**src/rtl/exec_pkg.sv**
```systemverilog
// Shared constants for the execute stage: op codes, FSM encoding and the
// default data/address widths that must match the register file.
package exec_pkg;

  localparam int DEF_WIDTH = 8;
  localparam int DEF_AW    = 3;

  localparam logic [2:0] OP_ADD = 3'b000;
  localparam logic [2:0] OP_SUB = 3'b001;
  localparam logic [2:0] OP_AND = 3'b010;
  localparam logic [2:0] OP_OR  = 3'b011;
  localparam logic [2:0] OP_XOR = 3'b100;
  localparam logic [2:0] OP_SHL = 3'b101;
  localparam logic [2:0] OP_MUL = 3'b110;
  localparam logic [2:0] OP_DIV = 3'b111;

  typedef enum logic [1:0] {
    S_IDLE = 2'd0,
    S_ITER = 2'd1,
    S_WB   = 2'd2
  } state_e;

endpackage

```
**src/rtl/exec_unit_seq_muldiv.sv**
```systemverilog
// Iterative unsigned multiply (shift-add) / restoring divide, one step per cycle.
// finish pulses for one cycle once the last step has landed in result.
module seq_muldiv
  import exec_pkg::*;
#(
  parameter int WIDTH = DEF_WIDTH,
  parameter int ITER  = WIDTH
) (
  input  logic             clk,
  input  logic             rst_n,
  input  logic             go,
  input  logic             is_div,
  input  logic [WIDTH-1:0] a,
  input  logic [WIDTH-1:0] b,
  output logic [WIDTH-1:0] result,
  output logic             hi_nz,
  output logic             finish
);

  localparam int CW = (ITER > 1) ? $clog2(ITER) : 1;

  // hi: upper product half / partial remainder; lo: multiplier / quotient
  logic [WIDTH-1:0] hi_q, lo_q, b_q, hi_d, lo_d;
  logic [WIDTH:0]   sum, shifted, diff;
  logic             div_q, run_q;
  logic [CW-1:0]    cnt_q;

  always_comb begin
    // NOTE: every always_comb output gets a default first so no latch is inferred.
    hi_d    = hi_q;
    lo_d    = lo_q;
    sum     = {1'b0, hi_q} + (lo_q[0] ? {1'b0, b_q} : '0);
    shifted = {hi_q, lo_q[WIDTH-1]};
    diff    = shifted - {1'b0, b_q};
    if (div_q) begin
      // diff[WIDTH] is the borrow: set when the shifted remainder is below b
      hi_d = diff[WIDTH] ? shifted[WIDTH-1:0] : diff[WIDTH-1:0];
      lo_d = {lo_q[WIDTH-2:0], ~diff[WIDTH]};
    end else begin
      hi_d = sum[WIDTH:1];
      lo_d = {sum[0], lo_q[WIDTH-1:1]};
    end
  end

  // NOTE: datapath registers carry no reset; run_q/finish qualify them.
  always_ff @(posedge clk) begin
    if (go) begin
      hi_q  <= '0;
      lo_q  <= a;
      b_q   <= b;
      div_q <= is_div;
    end else if (run_q) begin
      hi_q <= hi_d;
      lo_q <= lo_d;
    end
  end

  always_ff @(posedge clk) begin
    if (!rst_n) begin
      run_q  <= 1'b0;
      cnt_q  <= '0;
      finish <= 1'b0;
    end else begin
      finish <= 1'b0;
      if (go) begin
        run_q <= 1'b1;
        cnt_q <= '0;
      end else if (run_q) begin
        cnt_q <= cnt_q + 1'b1;
        if (cnt_q == CW'(ITER - 1)) begin
          run_q  <= 1'b0;
          finish <= 1'b1;
        end
      end
    end
  end

  assign result = lo_q;
  assign hi_nz  = |hi_q;

endmodule

```
**src/rtl/exec_unit.sv**
```systemverilog
// Execute stage: single-cycle ALU inline, MUL/DIV via seq_muldiv, and a
// registered one-cycle write-back onto the register file write port.
module exec_unit
  import exec_pkg::*;
#(
  parameter int WIDTH = DEF_WIDTH,
  parameter int AW    = DEF_AW,
  parameter int ITER  = WIDTH
) (
  input  logic             clk,
  input  logic             rst_n,
  input  logic             start,
  input  logic [2:0]       op,
  input  logic [AW-1:0]    dest,
  input  logic [WIDTH-1:0] Adata,
  input  logic [WIDTH-1:0] Bdata,
  output logic             Load,
  output logic [AW-1:0]    DS,
  output logic [WIDTH-1:0] Ddata,
  output logic             busy,
  output logic             done,
  output logic             zflag,
  output logic             cflag
);

  state_e           state_q, state_d;
  logic             accept, go;
  logic [WIDTH-1:0] alu_res;
  logic             alu_c;
  logic [AW-1:0]    dest_q;
  logic             mul_q;
  logic [WIDTH-1:0] md_result;
  logic             md_hi_nz, md_finish;

  always_comb begin
    alu_res = '0;
    alu_c   = 1'b0;
    case (op)
      OP_ADD: {alu_c, alu_res} = {1'b0, Adata} + {1'b0, Bdata};
      OP_SUB: {alu_c, alu_res} = {1'b0, Adata} - {1'b0, Bdata};
      OP_AND: alu_res = Adata & Bdata;
      OP_OR:  alu_res = Adata | Bdata;
      OP_XOR: alu_res = Adata ^ Bdata;
      OP_SHL: {alu_c, alu_res} = {Adata, 1'b0};
      default: begin
        // only DIV-by-zero retires through this path
        alu_res = '1;
        alu_c   = 1'b1;
      end
    endcase
  end

  always_comb begin
    state_d = state_q;
    accept  = start && (state_q == S_IDLE);
    go      = 1'b0;
    case (state_q)
      S_IDLE: if (accept) begin
        if (op == OP_MUL || (op == OP_DIV && Bdata != '0)) begin
          state_d = S_ITER;
          go      = 1'b1;
        end else begin
          state_d = S_WB;
        end
      end
      S_ITER:  if (md_finish) state_d = S_WB;
      S_WB:    state_d = S_IDLE;
      default: state_d = S_IDLE;
    endcase
  end

  always_ff @(posedge clk) begin
    if (!rst_n) begin
      state_q <= S_IDLE;
      dest_q  <= '0;
      mul_q   <= 1'b0;
      Load    <= 1'b0;
      DS      <= '0;
      Ddata   <= '0;
      busy    <= 1'b0;
      done    <= 1'b0;
      zflag   <= 1'b0;
      cflag   <= 1'b0;
    end else begin
      // NOTE: sequential state uses non-blocking assignments only.
      state_q <= state_d;
      Load    <= 1'b0;
      done    <= 1'b0;
      if (accept) begin
        dest_q <= dest;
        mul_q  <= (op == OP_MUL);
        busy   <= 1'b1;
      end
      if (state_q == S_WB) busy <= 1'b0;
      if (accept && state_d == S_WB) begin
        Load  <= 1'b1;
        done  <= 1'b1;
        DS    <= dest;
        Ddata <= alu_res;
        zflag <= (alu_res == '0);
        cflag <= alu_c;
      end else if (state_q == S_ITER && md_finish) begin
        Load  <= 1'b1;
        done  <= 1'b1;
        DS    <= dest_q;
        Ddata <= md_result;
        zflag <= (md_result == '0);
        cflag <= mul_q & md_hi_nz;
      end
    end
  end

  seq_muldiv #(.WIDTH(WIDTH), .ITER(ITER)) u_muldiv (
    .clk    (clk),
    .rst_n  (rst_n),
    .go     (go),
    .is_div (op == OP_DIV),
    .a      (Adata),
    .b      (Bdata),
    .result (md_result),
    .hi_nz  (md_hi_nz),
    .finish (md_finish)
  );

endmodule

```
**config.mk**
```make
export PLATFORM = sky130hd
export DESIGN_NAME = exec_unit
export DESIGN_NICKNAME = d
export VERILOG_FILES = /design/src/rtl/exec_pkg.sv /design/src/rtl/exec_unit_seq_muldiv.sv /design/src/rtl/exec_unit.sv
export SDC_FILE = /design/constraint.sdc
export NUM_CORES = 1
export LEC_CHECK = 0
export BUFFER_PORTS_ARGS = -buffer_cell sky130_fd_sc_hd__buf_2
export CAP_MARGIN = 10
export CORE_ASPECT_RATIO = 0.9
export CORE_MARGIN = 4
export CORE_UTILIZATION = 54
export DETAILED_ROUTE_END_ITERATION = 6
export GPL_TIMING_DRIVEN = 1
export PLACE_DENSITY_LB_ADDON = 0.2
export RECOVER_POWER = 25
export SLEW_MARGIN = 10
export SYNTH_ARGS = -nofsm -noshare
export SYNTH_HDL_FRONTEND = slang
export SYNTH_SLANG_ARGS = --single-unit
```
**constraint.sdc**
```tcl
create_clock -name clk -period 2.3 [get_ports clk]
set_input_delay 0.345 -clock clk [delete_from_list [all_inputs] [get_ports clk]]
set_output_delay 0.345 -clock clk [all_outputs]
set_load 0.02 [all_outputs]
```
==> results.md <==
- Crit-path max FO: 6
- Gpl congestion: 0.893
- Slew HR: 63.2%
- CP cell instances: clkbuf_1 -> inv_1 -> ha_1 -> a21oi_1 -> nor2_1 -> o21a_1 -> mux2i_1 -> a211oi_1 -> buf_4 -> o2111ai_1 -> o41ai_2
- # diodes: 0
- Ys async rst share: 0%
- CP Launch Type: input port
- Vias in the first global route: 3952
- Crit-path max cell delay: 0.33 ns
- Mapped Cells: 480
- Worst Path Buf+Inv: 3
- Required @ worst endpoint: 2.52 ns
- H-tree levels: 2
- Top Layer Used: met4
- Initial Utilization: 55.2%
- Die X: 100 um
- Worst-case vdd ir drop: 322 uV
- DRC Markers: 0
- Setup tns final: -0.0198 ns
- Final Hold Vio Count: 0
- Num CTS Buffers: 5
- Worst-Skew Late Latency: 0.32 ns
- Fmax: 433 MHz
- Placed Cells: 667
- CTS tree: yes
- Final instance area: 5150 sq um
- Clock slew at reported path FFs: 0.10 ns
- Leak: 2.31 nW
- WL final: 11300 um
- Metal-1 WL: 4950 um
- CORE AREA: 7510 sq um
- #FFs+latches synth: 51
- NumNets Final: 654
- Finished Layout Cells: 679
- Hold-fix buffers, CTS: 0
- Root buf cell: clkbuf_8
- Mean area per synthesized cell: 8.63 sq um
- RSZ-0062 raised after global routing: true
- Worst Clk Skew: 0.0249 ns
- DR vias: 3961
- P&R area growth vs syn: 24.4%
- CP arrival: 2.53 ns
- Setup WS post-layout: -0.0109 ns
- Hpwl dp: 8920 um
- Global Route Usage Sum: 25.0%
- Global-route wire length before repair: 18800 um
- Slowest library cell on the worst path: ha_1
- Yosys top cell by area: dfxtp_1
- First-pass DRT Iterations: 5
- Largest net degree at the start of global routing: 26
- Crit path kind: in -> reg
- Max-cap violation count: 0
- IO Pins: 41
- Design Power: 3.14 mW
- Die Y-Extent: 91.1 um
- Top delay family on crit path: compound AO/OA/AOI/OAI gates
- Total grt overflow: 0
- Distinct cells, synth: 63
- Ranking of synthesized cells by area: dfxtp_1 (16%), ha_1 (13%), edfxtp_1 (12%), mux2i_1 (4.6%), inv_1 (3.9%)
- Most used flip-flop cell after synthesis: dfxtp_1
- Seq/Total Area, Yosys: 28.8%
- Avg Vias per Cell: 5.83
- Wire length per cell: 16.6 um
- PwrDens: 609 nW/um^2
- Layout Utilization: 68.6%
- Routed length on met2: 5470 um
- Clock tree sinks: 51
- Final Slew Violations: 0
- Post-Place Cell Area: 4950 sq um
- Mapped cell area: 4140 sq um
- Die area: 9140 sq um
- Antenna viol nets, final: 0
- Placement Setup Slack: -0.208 ns
- Clk buf depth: 2
- IO buf count: 40
- Iter 0 DRT Violations: 249
- Status: finished with violations
- Slew @ Worst Pin: 0.546 ns
- Number of synthesized flops with an enable pin: 17
- Failing checks: setup timing
- Yosys Warn Count: 0
- Initial antenna violation count: 0
- Min Tclk post-route: 2.31 ns
- Hold Path Class: in -> reg
- Area fraction of the dominant cell type after synthesis: 16.4%
- Final setup fails: 2
- Net Count, Synth: 552
- Fin crit share: 100%
- Share of post-route cells with drive strength above 1: 24.9%
- Worst hold slack: 0.284 ns
- WL met3: 637 um
- Worst setup EP type: flip-flop
- Row cnt: 30
## cell usage after synthesis, types with 3 or more instances
library cell and n:
inv_1 43, nand2_1 37, mux2_2 3, mux2i_1 19, o311ai_0 3, nand2b_1 7
a211oi_1 7, fa_1 4, buf_2 3, nor4_1 6, and3_1 3, nor2b_1 9
nand3b_1 3, o21a_1 6, o22ai_1 4, or3_1 4, o221a_2 3, dfxtp_1 34
a21oi_1 25, o31a_1 3, clkbuf_1 18, nor2_1 27, xnor2_1 13, o31ai_1 6
edfxtp_1 17, a21boi_0 12, nor3_1 6, o211ai_1 5, ha_1 43, and2_1 10
o211a_1 3, o21ai_0 32, nand3_1 12, a22oi_1 7, o21bai_1 3, a21o_1 4
## cell usage in the layout, fill, tap and decap left out, types with 8 or more instances in the layout
master	count
ha_1	40
nor2_1	27
inv_1	42
a21oi_1	24
and2_1	8
mux2i_1	19
buf_4	75
clkbuf_1	18
buf_2	24
nand2_1	36
nand3_1	10
a21boi_0	11
xnor2_1	13
o21ai_0	28
dfxtp_1	34
edfxtp_1	17
## report_power, final
group / leakage, nW / total, mW / internal, mW / switching, mW
logic: 1.81 / 1.42 / 0.686 / 0.732
clock network: 0.0573 / 0.612 / 0.286 / 0.326
registers: 0.437 / 1.11 / 1.02 / 0.0841
## final timing paths
path | startpoint | endpoint | slack [ns] | cells after the start
worst max-delay path | Bdata[1] | zflag | -0.01 | 11
worst min-delay path | dest[1] | dest_q[1] | 0.28 | 3
worst max register to register | u_muldiv.result[0] | u_muldiv.hi_q[5] | -0.01 | 11
worst min register to register | dest_q[0] | DS[0] | 0.47 | 2
## layer usage
layer  vias up  track usage (%)
met5         -                0
met4         0             7.30
met3        19             2.69
met2       121             41.9
met1      1883             33.9
li1       1938                -
## cell families after synthesis
| kind of cell | after synthesis | share of synthesized area (%) |
|---|---|---|
| muxes | 22 | 5.41 |
| adders and majority gates | 47 | 14.9 |
| and+or+nand+nor | 135 | 16.9 |
| xor gates and xnor gates | 14 | 2.96 |
| DFF | 51 | 28.8 |
| AOI/OAI and AO/OA | 144 | 24.7 |
| buffers and inverters | 67 | 6.34 |
## sequential cells by signal, summed over array words and instances, names as in the netlist, 2 cells and up
register and count:
u_muldiv.cnt_q 3, u_muldiv.result 8, state_q 2, Ddata 8, u_muldiv.b_q 8, u_muldiv.hi_q 8
dest_q 3, DS 3
## worst register-to-register path: stages, from the launching register on
cell,delay [ns]
edfxtp_1,0.44
and2_4,0.17
ha_4,0.15
inv_2,0.05
fa_2,0.20
nor2b_2,0.05
o21ai_2,0.16
a21boi_2,0.08
o311a_1,0.31
o311ai_1,0.29
o21ai_1,0.12
a311oi_1,0.19
## repair_timing
action,in CTS,in global routing
pin swaps,3,13
setup buffers,0,4
gates resized for setup,6,18
endpoints found under the setup margin,9,10
## cell type report
| cell class | count | area, sq um |
|---|---|---|
| fillers | 638 | 2350 |
| inverters | 43 | 161 |
| multi-input cells | 362 | 2790 |
| flip-flops and latches | 51 | 1190 |
| repair buffers | 119 | 782 |
| well taps | 96 | 120 |
| clock buffers | 6 | 93.8 |
| clock inverters | 2 | 15.0 |
(Power assumes the default switching activity.)
